### config.mk
export PLATFORM = sky130hd
export DESIGN_NAME = button_conditioner
export DESIGN_NICKNAME = d
export VERILOG_FILES = /design/src/rtl/button_pkg.sv /design/src/rtl/button_conditioner_debounce_channel.sv /design/src/rtl/button_conditioner.sv
export SDC_FILE = /design/constraint.sdc
export NUM_CORES = 1
export LEC_CHECK = 0
export ABC_AREA = 1
export CORE_ASPECT_RATIO = 1.1
export CORE_MARGIN = 2
export CORE_UTILIZATION = 61
export DETAILED_ROUTE_END_ITERATION = 10
export MAX_ROUTING_LAYER = met4
export PLACE_DENSITY = 0.8
export RECOVER_POWER = 100
export SYNTH_ARGS = -nofsm -noshare
export SYNTH_HDL_FRONTEND = slang
export SYNTH_SLANG_ARGS = --single-unit
### constraint.sdc
create_clock -name Clock -period 1.8 [get_ports Clock]
set_input_delay 0.27 -clock Clock [delete_from_list [all_inputs] [get_ports Clock]]
set_output_delay 0.27 -clock Clock [all_outputs]
set_load 0.005 [all_outputs]
### src/rtl/button_pkg.sv
// Shared defaults and sizing helper for the push-button conditioning slice.
// Optional auto-repeat is enabled with BUTTON_REPEAT_EN.
package button_pkg;

    localparam int unsigned CLK_HZ                  = 27000000;
    localparam int unsigned DEBOUNCE_MS             = 10;
    localparam int unsigned DEBOUNCE_CYCLES_DEFAULT = (CLK_HZ / 1000) * DEBOUNCE_MS;
    localparam int unsigned REPEAT_DELAY_DEFAULT    = CLK_HZ / 2;
    localparam int unsigned REPEAT_PERIOD_DEFAULT   = CLK_HZ / 10;

    function automatic int unsigned cnt_width(input int unsigned n);
        return (n < 2) ? 1 : $clog2(n);
    endfunction

endpackage

### src/rtl/button_conditioner_debounce_channel.sv
// One button channel: 2-flop synchronizer, polarity fix, counter debounce, edge pulses.
// Auto-repeat of btn_press is added when BUTTON_REPEAT_EN is defined.
module debounce_channel
    import button_pkg::*;
#(
    parameter int unsigned DEBOUNCE_CYCLES = DEBOUNCE_CYCLES_DEFAULT,
    parameter int unsigned ACTIVE_LOW      = 1,
    parameter int unsigned REPEAT_DELAY    = REPEAT_DELAY_DEFAULT,
    parameter int unsigned REPEAT_PERIOD   = REPEAT_PERIOD_DEFAULT
) (
    input  logic Clock,
    input  logic Reset_n,
    input  logic btn_raw,
    output logic btn_level,
    output logic btn_press,
    output logic btn_release
);

    localparam int unsigned      CW         = cnt_width(DEBOUNCE_CYCLES);
    localparam logic [CW-1:0]    LAST       = CW'(DEBOUNCE_CYCLES - 1);
    localparam logic             IDLE_LEVEL = (ACTIVE_LOW != 0);

    logic          sync1;
    logic          sync2;
    logic          norm;
    logic          accept;
    logic          rpt_fire;
    logic [CW-1:0] cnt;
    logic [CW-1:0] cnt_nxt;

    always_comb begin
        norm    = (ACTIVE_LOW != 0) ? ~sync2 : sync2;
        accept  = (norm != btn_level) && (cnt == LAST);
        cnt_nxt = cnt + 1'b1;
        if ((norm == btn_level) || accept) begin
            cnt_nxt = '0;
        end
    end

    always_ff @(posedge Clock or negedge Reset_n) begin
        if (!Reset_n) begin
            sync1       <= IDLE_LEVEL;
            sync2       <= IDLE_LEVEL;
            cnt         <= '0;
            btn_level   <= 1'b0;
            btn_press   <= 1'b0;
            btn_release <= 1'b0;
        end else begin
            sync1       <= btn_raw;
            sync2       <= sync1;
            cnt         <= cnt_nxt;
            btn_level   <= accept ? norm : btn_level;
            btn_press   <= (accept && norm) || rpt_fire;
            btn_release <= accept && !norm;
        end
    end

`ifdef BUTTON_REPEAT_EN
    localparam int unsigned   HW          = cnt_width(REPEAT_DELAY);
    localparam logic [HW-1:0] HOLD_FIRE   = HW'(REPEAT_DELAY - 1);
    localparam logic [HW-1:0] HOLD_RELOAD = HW'(REPEAT_DELAY - REPEAT_PERIOD);

    logic [HW-1:0] hold_cnt;

    // After the first repeat the counter reloads so later repeats come every REPEAT_PERIOD.
    always_comb begin
        rpt_fire = btn_level && !accept && (hold_cnt == HOLD_FIRE);
    end

    always_ff @(posedge Clock or negedge Reset_n) begin
        if (!Reset_n) begin
            hold_cnt <= '0;
        end else if (!btn_level || accept) begin
            hold_cnt <= '0;
        end else if (rpt_fire) begin
            hold_cnt <= HOLD_RELOAD;
        end else begin
            hold_cnt <= hold_cnt + 1'b1;
        end
    end
`else
    always_comb begin
        rpt_fire = 1'b0;
    end
`endif

endmodule

### src/rtl/button_conditioner.sv
// Conditions NUM_BUTTONS raw push-button pins into clean levels and one-cycle pulses.
// Define BUTTON_REPEAT_EN to add auto-repeat press pulses while a button is held.
module button_conditioner
    import button_pkg::*;
#(
    parameter int unsigned NUM_BUTTONS     = 4,
    parameter int unsigned DEBOUNCE_CYCLES = DEBOUNCE_CYCLES_DEFAULT,
    parameter int unsigned ACTIVE_LOW      = 1,
    parameter int unsigned REPEAT_DELAY    = REPEAT_DELAY_DEFAULT,
    parameter int unsigned REPEAT_PERIOD   = REPEAT_PERIOD_DEFAULT
) (
    input  logic                   Clock,
    input  logic                   Reset_n,
    input  logic [NUM_BUTTONS-1:0] btn_raw,
    output logic [NUM_BUTTONS-1:0] btn_level,
    output logic [NUM_BUTTONS-1:0] btn_press,
    output logic [NUM_BUTTONS-1:0] btn_release
);

    if (DEBOUNCE_CYCLES < 2 || REPEAT_PERIOD == 0 || REPEAT_PERIOD > REPEAT_DELAY) begin : g_bad_params
        $error("button_conditioner: invalid DEBOUNCE_CYCLES/REPEAT_DELAY/REPEAT_PERIOD");
    end

    for (genvar i = 0; i < NUM_BUTTONS; i++) begin : g_chan
        debounce_channel #(
            .DEBOUNCE_CYCLES (DEBOUNCE_CYCLES),
            .ACTIVE_LOW      (ACTIVE_LOW),
            .REPEAT_DELAY    (REPEAT_DELAY),
            .REPEAT_PERIOD   (REPEAT_PERIOD)
        ) u_chan (
            .Clock       (Clock),
            .Reset_n     (Reset_n),
            .btn_raw     (btn_raw[i]),
            .btn_level   (btn_level[i]),
            .btn_press   (btn_press[i]),
            .btn_release (btn_release[i])
        );
    end

endmodule

; Yosys cells after proc, flatten, opt, wreduce, memory -nomap -nowiden
; Cells that the tools add are included.
[classes]
addsub = 4
eq_ne = 12
mux = 4
bitwise = 4
reduce_logical = 16
[ops]
columns = cell, count
row1 = $add A19 B1 Y19 const B, 4
row2 = $eq A19 B19 Y1 const B, 4
row3 = $mux W19, 4
row4 = $logic_and A1 B1 Y1, 12
row5 = $eq A1 B1 Y1, 4
row6 = $logic_or A1 B1 Y1, 4
row7 = $ne A1 B1 Y1, 4
row8 = $not A1 Y1, 4
[totals]
regBits = 96
output_inout_bits = 12
word_cells = 64

; Longest topological paths before layout
; Gate-level depths: netlist of the first run.
[logic_depth]
depth_word = 5
ltp_mapped = 9
ltp_nobuf = 9

; Cells and area by module
; From an unflattened synthesis of the first run, not the netlist that was laid out.
[hier_totals]
cells_unflattened = 584
area_unflattened_um2 = 4769.6
[by_module_without_submodules]
columns = mod, instances, cells_per_inst, area_per_inst_um2, seq_area_each_um2
row1 = debounce_channel, 4, 146, 1192.4, 603.1

; Worst setup path before layout of the first run
; Ideal clock, no wire load.
[synth_path]
path_type = flip-flop to flip-flop
start = reg g_chan[2].u_chan.cnt[0]
end = reg g_chan[2].u_chan.cnt[9]
arrival_ns = 1.309
slack_ns = 0.370
stages_incl_launch_ff = 8
path_cell_list = dfrtp_1 ha_1 nand3_1 nor3_1 nand3_1 nand2_4 buf_6 nor2_1
[synth_via]
elab_chain_len = 4
elab_cells_between_ends = 5
[synth_lines]
columns = item, line_no
row1 = start: declaration, button_conditioner_debounce_channel.sv:28  ; logic [CW-1:0] cnt;
row2 = start signal: assignment, button_conditioner_debounce_channel.sv:51  ; cnt <= cnt_nxt;
row3 = "parallel branches: the longest is 3 deep, another holds $add A19 B1 Y19", --
row4 = $mux W19 (*), button_conditioner_debounce_channel.sv:35  ; if ((norm == btn_level) || accept) begin
row5 = named net g_chan[2].u_chan.cnt_nxt[9], button_conditioner_debounce_channel.sv:29  ; logic [CW-1:0] cnt_nxt;
; Mark *: on every way through the listed nets, which the timed path passes.
; A chain may end at the register's enable or synchronous reset.

; Worst setup path in the final report of the first run
[layout_path]
start = reg g_chan[1].u_chan.btn_level
end = out btn_level[1]
[layout_rtl]
columns = item, line_no
row1 = start: declaration, button_conditioner_debounce_channel.sv:14  ; output logic btn_level,
row2 = start signal: assignment, button_conditioner_debounce_channel.sv:52  ; btn_level <= accept ? norm : btn_level;
row3 = end: declaration, button_conditioner.sv:15  ; output logic [NUM_BUTTONS-1:0] btn_level,
; No word-level cell between the ends.

==> results of run 1 <==
[metrics by stage]
| step | std cells | utilization [%] |
|---|---|---|
| floorplan | 642 | - |
| global placement | 754 | 66.2 |
| detailed placement | 754 | 66.2 |
| CTS | 771 | 69.5 |
| global route | 771 | 68.8 |
| finish | 771 | 68.8 |
[logic make-up after synthesis]
kind of cell               synth area share, %
buffers and inverters                     7.15
and+or+nand+nor                           34.5
xor gates and xnor gates                  8.60
adders and majority gates                0.983
AOI/OAI and AO/OA                         1.43
DFF                                       47.4
[final cells by class]
type	count	share of cell area, %
sequential	96	43.9
clock buffer	10	2.50
inverter	58	4.00
timing repair buffer	22	3.57
multi-input combinational	471	41.5
tap	108	2.46
clock inverter	6	2.09
[layout by cell type (no fill, tap or decap), drive strengths merged]
| master | instances |
|---|---|
| clkinv | 1 |
| ha | 4 |
| xor2 | 34 |
| nand4 | 11 |
| dlygate4sd3 | 17 |
| bufinv | 3 |
| dfstp | 8 |
| clkinvlp | 1 |
| nand2 | 160 |
| nand3 | 46 |
| xnor2 | 16 |
| or2 | 2 |
| a21oi | 4 |
| nor3 | 17 |
| nor2 | 167 |
| inv | 59 |
| clkbuf | 15 |
| nand3b | 1 |
| dfrtp | 88 |
| o21ai | 6 |
| o21bai | 3 |
[state kept, by name (all words and copies together), names as in the netlist]
register	flops
g_chan.u_chan.btn_release	4
g_chan.u_chan.sync2	4
g_chan.u_chan.btn_press	4
g_chan.u_chan.sync1	4
g_chan.u_chan.btn_level	4
g_chan.u_chan.cnt	76
[metal layers]
metal	GRT usage (%)	vias up	share of wire, %
met5	-	-	0
li1	-	2014	-
met2	40.6	86	50
met1	30.0	1867	45
met4	7.69	0	1.3
met3	3.83	11	3.9
[power by group through the flow]
stage	Clock [mW]	Combinational (mW)	Sequential [mW]
finish	1.73	0.139	2.22
detailed placement	0	0.155	2.26
global route	1.84	0.169	2.22
CTS	1.77	0.158	2.22
global placement	0	0.151	2.26
floorplan	0	0.0865	2.26
[worst min-delay path by stage]
stage	endpoint	slack, ns	cells after the start
6_report	g_chan[2].u_chan.sync2	0.35	0
5_1_grt	g_chan[3].u_chan.sync2	0.36	0
4_1_cts	g_chan[1].u_chan.sync1	0.30	1
3_5_place_dp	g_chan[0].u_chan.cnt[10]	0.26	1
3_3_place_gp	g_chan[0].u_chan.cnt[17]	0.26	1
2_1_floorplan	g_chan[0].u_chan.btn_level	-0.03	0
==> out/results.ini, run 1 <==
[floorplan]
io_pins=18
fp.dieW_um=91.1
initial_core_util_pct=63.7
num_rows=34
die_area_mm2=0.00909
die_h_um=99.8
core_area_mm2=0.00800

[routing]
drc=0
via_per_inst=5.16
drtIter0Drc=196
vias=3978
routedWlPerCell_um=12.3
ant_nets=0
dr.pass1.iters=5
wl_mm=9.50

[critical_path]
r2r_slack_ns=0.17
crit_family=buffers and inverters
crit_required_ns=1.53
critPathBufInv=1
crit_fanout=5
reg2reg_to=g_chan[1].u_chan.cnt[15]
crit_path_end_kind=output port
r2r_cells=6
r2r-start=g_chan[1].u_chan.cnt[0]
critPathKind=reg -> out
max_stage_delay_ns=0.60
cp.arrival_ns=1.42
startpoint_type=register
crit_slowest_cell=dlygate4sd3_1
worstPathCellList=dlygate4sd3_1
crit_end=btn_level[1]
startpoint=g_chan[1].u_chan.btn_level
worst-path-stages=1

[yosys]
syn_area_per_cell_um2=7.93
ys_ff_latch=96
netlist_instances=642
yosys.area.top_type_share_pct=43.3
syn_nets=652
synth-edff-count=0
ys_warn_count=0
yosys.cell_count.top_type=nand2_1
yosys_most_used_dff=dfrtp_1
synth_area_mm2=0.00509
seq_area_frac_synth_pct=47.4
synth_top_cells_by_count=nand2_1 (155), nor2_1 (145), dfrtp_1 (88)
synth_cell_types=28
async_flop_share_pct=100
synth_area_leaders=dfrtp_1 (43%), nand2_1 (11%), nor2_1 (11%)
synth.largest_area_cell=dfrtp_1

[power]
p_int_mw=3.20
clock_power_share_pct=42.4
leakagePower_nw=2.35
p_sw_share_pct=21.7
p_seq_share_pct=54.2
irDropWorstVdd_mv=0.423
p_switching_mw=0.889
p_total_mw=4.09
powerDensity_mw_per_mm2=744
combPwrFrac_pct=3.4

[placement]
placed_area_mm2=0.00529
pre_cts_slack_ns=0.186
portBuffers=17
place_hpwl_mm=6.96
gp_congestion=0.978

[cells_and_area]
fill_cells=676
drive_above_1_share_pct=8.30
seqCellArea_mm2=0.00241
antenna_cells=0
nets=668
syn_to_final_growth_pct=8.01
fin_area_mm2=0.00550
multi_input_area_mm2=0.00228

[min_path]
min-delay-path-class=reg -> reg
worstHoldStart=g_chan[2].u_chan.sync1

[clock_tree]
postCtsSetupBuffers=0
cts_root_buffer=clkbuf_8
cts_buffer_depth=2
insertion_delay_ns=0.36
htree_num_levels=3
clk_pin_slew_worst_paths_ns=0.09
cts_resized=0
numCtsBuffers=9
cts_tree=built
cts_hold_buf=1
clock_sink_count=96

[global_route]
grt_pass1_vias=3900
grt.total_usage_pct=24.0
grt_pass1_wl_mm=17.2
grt_overflow=0
grt_max_degree=37
antenna_found_initial=0

[status]
status=finished, final reports clean

[sta]
skew_ns=0.00796
hold_viol=0
max_slew_margin_pct=43.6
holdWs_ns=0.354
fin_tns_setup_ns=0
grt_setup_unrepaired=no
max_freq_mhz=591
slew_viol_final=0
worst_pin_slew_ns=0.845
finalCriticalPeriod_ns=1.69
fin_ws_ns=0.109
setup_violations=0
layout_worst_path_cycle_share_pct=94.0

[flow_run]
maxCapViolCount=0

No activity file was read; power rests on OpenSTA's default activity.
==> inputs of run 2 (changes only) <==
--- a/config.mk
+++ b/config.mk
@@ -8,10 +8,10 @@
 export ABC_AREA = 1
 export CORE_ASPECT_RATIO = 1.1
 export CORE_MARGIN = 2
-export CORE_UTILIZATION = 61
+export CORE_UTILIZATION = 55
 export DETAILED_ROUTE_END_ITERATION = 10
 export MAX_ROUTING_LAYER = met4
-export PLACE_DENSITY = 0.8
+export PLACE_DENSITY = 0.76
 export RECOVER_POWER = 100
 export SYNTH_ARGS = -nofsm -noshare
 export SYNTH_HDL_FRONTEND = slang
==> constraint.sdc (replaced) <==
create_clock -name Clock -period 1.4 [get_ports Clock]
set_input_delay 0.21 -clock Clock [delete_from_list [all_inputs] [get_ports Clock]]
set_output_delay 0.21 -clock Clock [all_outputs]
set_load 0.005 [all_outputs]
==> out/results.ini, run 2 (synthesis results as in run 1) <==
[routing]
dr.pass1.iters=5
drc=0
routedWlPerCell_um=14.7
wl_mm=12.1
via_per_inst=5.45
vias=4483
drtIter0Drc=218
ant_nets=0

[min_path]
min-delay-path-class=in -> reg
min_path_cells=1
worstHoldStart=btn_raw[2]

[flow_run]
maxCapViolCount=0

[critical_path]
r2r_slack_ns=-0.03
startpoint_type=register
r2r_cells=9
cp.arrival_ns=1.74
crit_fanout=5
crit_end=g_chan[2].u_chan.cnt[17]
r2r-start=g_chan[2].u_chan.cnt[0]
startpoint=g_chan[2].u_chan.cnt[0]
crit_path_end_kind=register
crit_required_ns=1.72
critPathKind=reg -> reg
reg2reg_to=g_chan[2].u_chan.cnt[17]

[power]
irDropWorstVdd_mv=0.570
powerDensity_mw_per_mm2=797
leakagePower_nw=2.67
p_sw_share_pct=25.1
combPwrFrac_pct=6.0
p_int_mw=3.78
p_seq_share_pct=56.7
clock_power_share_pct=37.3
p_switching_mw=1.27

[cells_and_area]
syn_to_final_growth_pct=24.4
finalCoreUtilization_pct=71.0
top_register=g_chan.u_chan.cnt
drive_above_1_share_pct=27.0
antenna_cells=0
final_cell_mix=nand2_1 (147), nor2_1 (116), dfrtp_1 (70), inv_1 (49), nand3_1 (38)
largest_reg_flops=76
final_common_cell=nand2_1
nets=713

[sta]
hold_viol=0
finalCriticalPeriod_ns=1.43
holdWs_ns=0.361
layout_worst_path_cycle_share_pct=102
setup_violations=8
grt_setup_unrepaired=yes
max_freq_mhz=702
max_slew_margin_pct=42.9
skew_ns=0.0146
worst_pin_slew_ns=0.856
slew_viol_final=0
fin_ws_ns=-0.0253

[global_route]
grt_pass1_wl_mm=18.8
antenna_found_initial=0
grt_overflow=0
grt_max_degree=34
grt.total_usage_pct=23.9
grt_pass1_vias=4350

[clock_tree]
cts_root_buffer=clkbuf_8
htree_num_levels=3
clock_sink_count=96
insertion_delay_ns=0.38
clk_pin_slew_worst_paths_ns=0.10
cts_buffer_depth=2
numCtsBuffers=9
cts_tree=built

[floorplan]
io_pins=18
fp.dieW_um=95.7
die_h_um=105
initial_core_util_pct=57.1
core_area_mm2=0.00892
die_area_mm2=0.0100
num_rows=36

[status]
violations=setup timing
status=complete, but fails checks

[placement]
pre_cts_slack_ns=-0.0568
place_hpwl_mm=7.27
portBuffers=17
gp_congestion=0.920

## run 2: changes by cell type in the layout (fill, tap and decap cells not counted), sizes merged
cell	change
buf	+40
nand2	+5
dlygate4sd2	+12
clkinv	+2
clkbuf	-2
inv	+2
dlygate4sd3	-12
bufinv	-2
## run 2: power by group through the flow
stage | logic [mW] | registers [mW] | clock network [mW]
after floorplan | 0.113 | 2.90 | 0
after global routing | 0.338 | 2.87 | 2.07
after CTS | 0.254 | 2.85 | 1.92
final | 0.304 | 2.86 | 1.88
after global placement | 0.224 | 2.90 | 0
after detailed placement | 0.232 | 2.91 | 0
## run 2: stage by stage
stage	setup TNS (ns)	area (µm²)	power, mW	instances
floorplan	-0.107	5110	3.01	642
global placement	0	5490	3.13	782
detailed placement	-0.931	5490	3.14	782
CTS	-0.00112	5820	5.02	810
global route	-4.80	6330	5.28	822
finish	-0.0530	6330	5.05	822
## run 2: worst min path at each step
stage	to	slack [ns]
detailed placement	g_chan[1].u_chan.cnt[13]	0.19
global placement	g_chan[1].u_chan.cnt[11]	0.18
finish	g_chan[2].u_chan.sync1	0.36
global route	g_chan[0].u_chan.sync1	0.36
floorplan	g_chan[0].u_chan.btn_level	-0.09
CTS	g_chan[2].u_chan.sync1	0.22
## run 2: worst max-delay path: stages, from the launching register on
cell and delay [ns]:
dfrtp_1 0.38, buf_4 0.12, nand2_1 0.08, nor2_4 0.16, nand2_2 0.13, nor2_4 0.15
nand2_1 0.09, nand2_1 0.07, nand2_1 0.08, nor2_4 0.10
## run 2: per-layer routing
layer / global-route usage [%] / vias to the layer above / part of all wire [%]
met4: 8.88 / 0 / 3.5
met2: 38.5 / 200 / 51
met3: 4.97 / 51 / 5.3
li1: - / 2110 / -
met5: - / - / 0
met1: 29.7 / 2122 / 41
## run 2: repair_timing
item	4_1_cts	5_1_grt
buffers inserted	7	9
endpoints found under the hold margin	24	0
hold buffers	1	0
endpoints found under the setup margin	76	80
cloned	4	3
resized for setup	27	110
pin swaps	5	22
## run 2: area by class of cell
type | instances | area, µm²
Multi-Input combinational cell | 476 | 2790
Fill cell | 631 | 2580
Sequential cell | 96 | 2430
Timing Repair Buffer | 61 | 537
Inverter | 58 | 225
Tap cell | 114 | 143
Clock buffer | 9 | 124
Clock inverter | 7 | 77.6
Timing Repair inverter | 1 | 6.26
==> inputs of run 3 (changes only) <==
--- a/config.mk
+++ b/config.mk
@@ -10,9 +10,9 @@
 export CORE_MARGIN = 2
 export CORE_UTILIZATION = 55
 export DETAILED_ROUTE_END_ITERATION = 10
-export MAX_ROUTING_LAYER = met4
 export PLACE_DENSITY = 0.76
 export RECOVER_POWER = 100
+export SETUP_SLACK_MARGIN = 0.02
 export SYNTH_ARGS = -nofsm -noshare
 export SYNTH_HDL_FRONTEND = slang
 export SYNTH_SLANG_ARGS = --single-unit
==> out/results.ini, run 3 (synthesis results as in run 1) <==
[critical_path]
crit_family=simple AND/OR/NAND/NOR gates
crit_required_ns=1.66
startpoint=g_chan[2].u_chan.cnt[12]
max_stage_delay_ns=0.49
r2r_slack_ns=-0.07
crit_fanout=6
worstPathCellList=nand4_1 > nor2_2 > nand3_2 > buf_4 > nand2_4 > nor2_1
critPathBufInv=1
crit_slowest_cell=dfrtp_1
crit_path_end_kind=register
r2r-start=g_chan[2].u_chan.cnt[12]
startpoint_type=register
critPathKind=reg -> reg
cp.arrival_ns=1.73

[placement]
placed_area_mm2=0.00551
portBuffers=17
gp_congestion=0.891
pre_cts_slack_ns=-0.0976
place_hpwl_mm=7.30

[sta]
max_freq_mhz=679
hold_viol=0
grt_setup_unrepaired=yes
fin_ws_ns=-0.0724
slew_viol_final=0
layout_worst_path_cycle_share_pct=105
finalCriticalPeriod_ns=1.47
setup_violations=61
worst_pin_slew_ns=0.494
max_slew_margin_pct=67.1
fin_tns_setup_ns=-1.75
holdWs_ns=0.313
skew_ns=0.0138

[floorplan]
io_pins=18
fp.dieW_um=95.7
initial_core_util_pct=57.1
die_area_mm2=0.0100
num_rows=36
die_h_um=105
core_area_mm2=0.00892

[global_route]
grt_overflow=0
grt_pass1_vias=4267
grt_pass1_wl_mm=18.8
grt.total_usage_pct=23.6
grt_max_degree=29
antenna_found_initial=0

[power]
p_sw_share_pct=24.3
clock_power_share_pct=36.7
leakagePower_nw=2.61
p_int_mw=3.83
combPwrFrac_pct=6.6
p_seq_share_pct=56.7
p_switching_mw=1.23
powerDensity_mw_per_mm2=787
irDropWorstVdd_mv=0.481

[cells_and_area]
fill_cells=621
nets=709
largest_reg_flops=76
antenna_cells=0
syn_to_final_growth_pct=26.2
seqCellArea_mm2=0.00243
fin_area_mm2=0.00643
final_common_cell=nand2_1
top_register=g_chan.u_chan.cnt
multi_input_area_mm2=0.00287
drive_above_1_share_pct=28.1
final_cell_mix=nand2_1 (143), nor2_1 (102), dfrtp_1 (71), inv_1 (54), nand3_1 (38)

[clock_tree]
numCtsBuffers=9
clock_sink_count=96
htree_num_levels=3
insertion_delay_ns=0.37
clk_pin_slew_worst_paths_ns=0.09
cts_root_buffer=clkbuf_8
cts_tree=built
cts_buffer_depth=2

[routing]
dr.pass1.iters=5
vias=4400
routedWlPerCell_um=14.9
drc=0
via_per_inst=5.38
drtIter0Drc=232
wl_mm=12.2
ant_nets=0

[min_path]
min-delay-path-class=in -> async

[flow_run]
maxCapViolCount=0

[status]
status=complete, but fails checks
violations=setup timing

[run 3: cell types whose count changed in the layout (fill, tap and decap cells not counted), sizes merged]
cell    delta
inv        -4
buf        -2
clkinv     +2
[run 3: metal layers]
layer / track usage, % / vias to the layer above / share of wire [%]
li1: - / 2104 / -
met1: 30.7 / 2083 / 41
met2: 38.1 / 167 / 50
met3: 3.24 / 46 / 4.9
met4: 11.6 / 0 / 3.6
met5: 0 / - / 0
[run 3: layout make-up]
cell class                 instances  area share, %
clock inverter                     5          0.876
tap                              114           2.22
inverter                          58           3.47
timing repair inverter             1          0.136
multi-input combinational        476           44.7
clock buffer                      11           2.20
timing repair buffer              57           8.58
sequential                        96           37.9
[run 3: power by group through the flow]
| stage | registers [mW] | clock network (mW) | logic [mW] |
|---|---|---|---|
| finish | 2.87 | 1.85 | 0.334 |
| global route | 2.88 | 2.03 | 0.368 |
| CTS | 2.86 | 1.89 | 0.288 |
| detailed placement | 2.91 | 0 | 0.238 |
| global placement | 2.91 | 0 | 0.228 |
| floorplan | 2.91 | 0 | 0.117 |
[run 3: final timing paths]
path,end,cells after the start
setup / recovery,g_chan[2].u_chan.cnt[12],6
setup reg to reg,g_chan[2].u_chan.cnt[12],6
hold / removal,g_chan[0].u_chan.cnt[16],2
min in group Clock,g_chan[2].u_chan.sync2,0
max in group asynchronous,g_chan[3].u_chan.sync2,3
hold reg to reg,g_chan[2].u_chan.sync2,0
[run 3: through the flow]
step                instances  utilization [%]  power, mW
floorplan                 642                -       3.02
global placement          777             61.7       3.14
detailed placement        777             61.7       3.15
CTS                       809             67.4       5.04
global route              818             72.1       5.28
finish                    818             72.1       5.06
[run 3: what timing repair did]
item | in CTS | in global routing
setup endpoints to repair | 81 | 81
hold buffers | 1 | 0
gates resized for setup | 60 | 91
pin swaps | 26 | 34
cloned | 5 | 3
hold endpoints to repair | 21 | 0
buffers inserted | 10 | 6
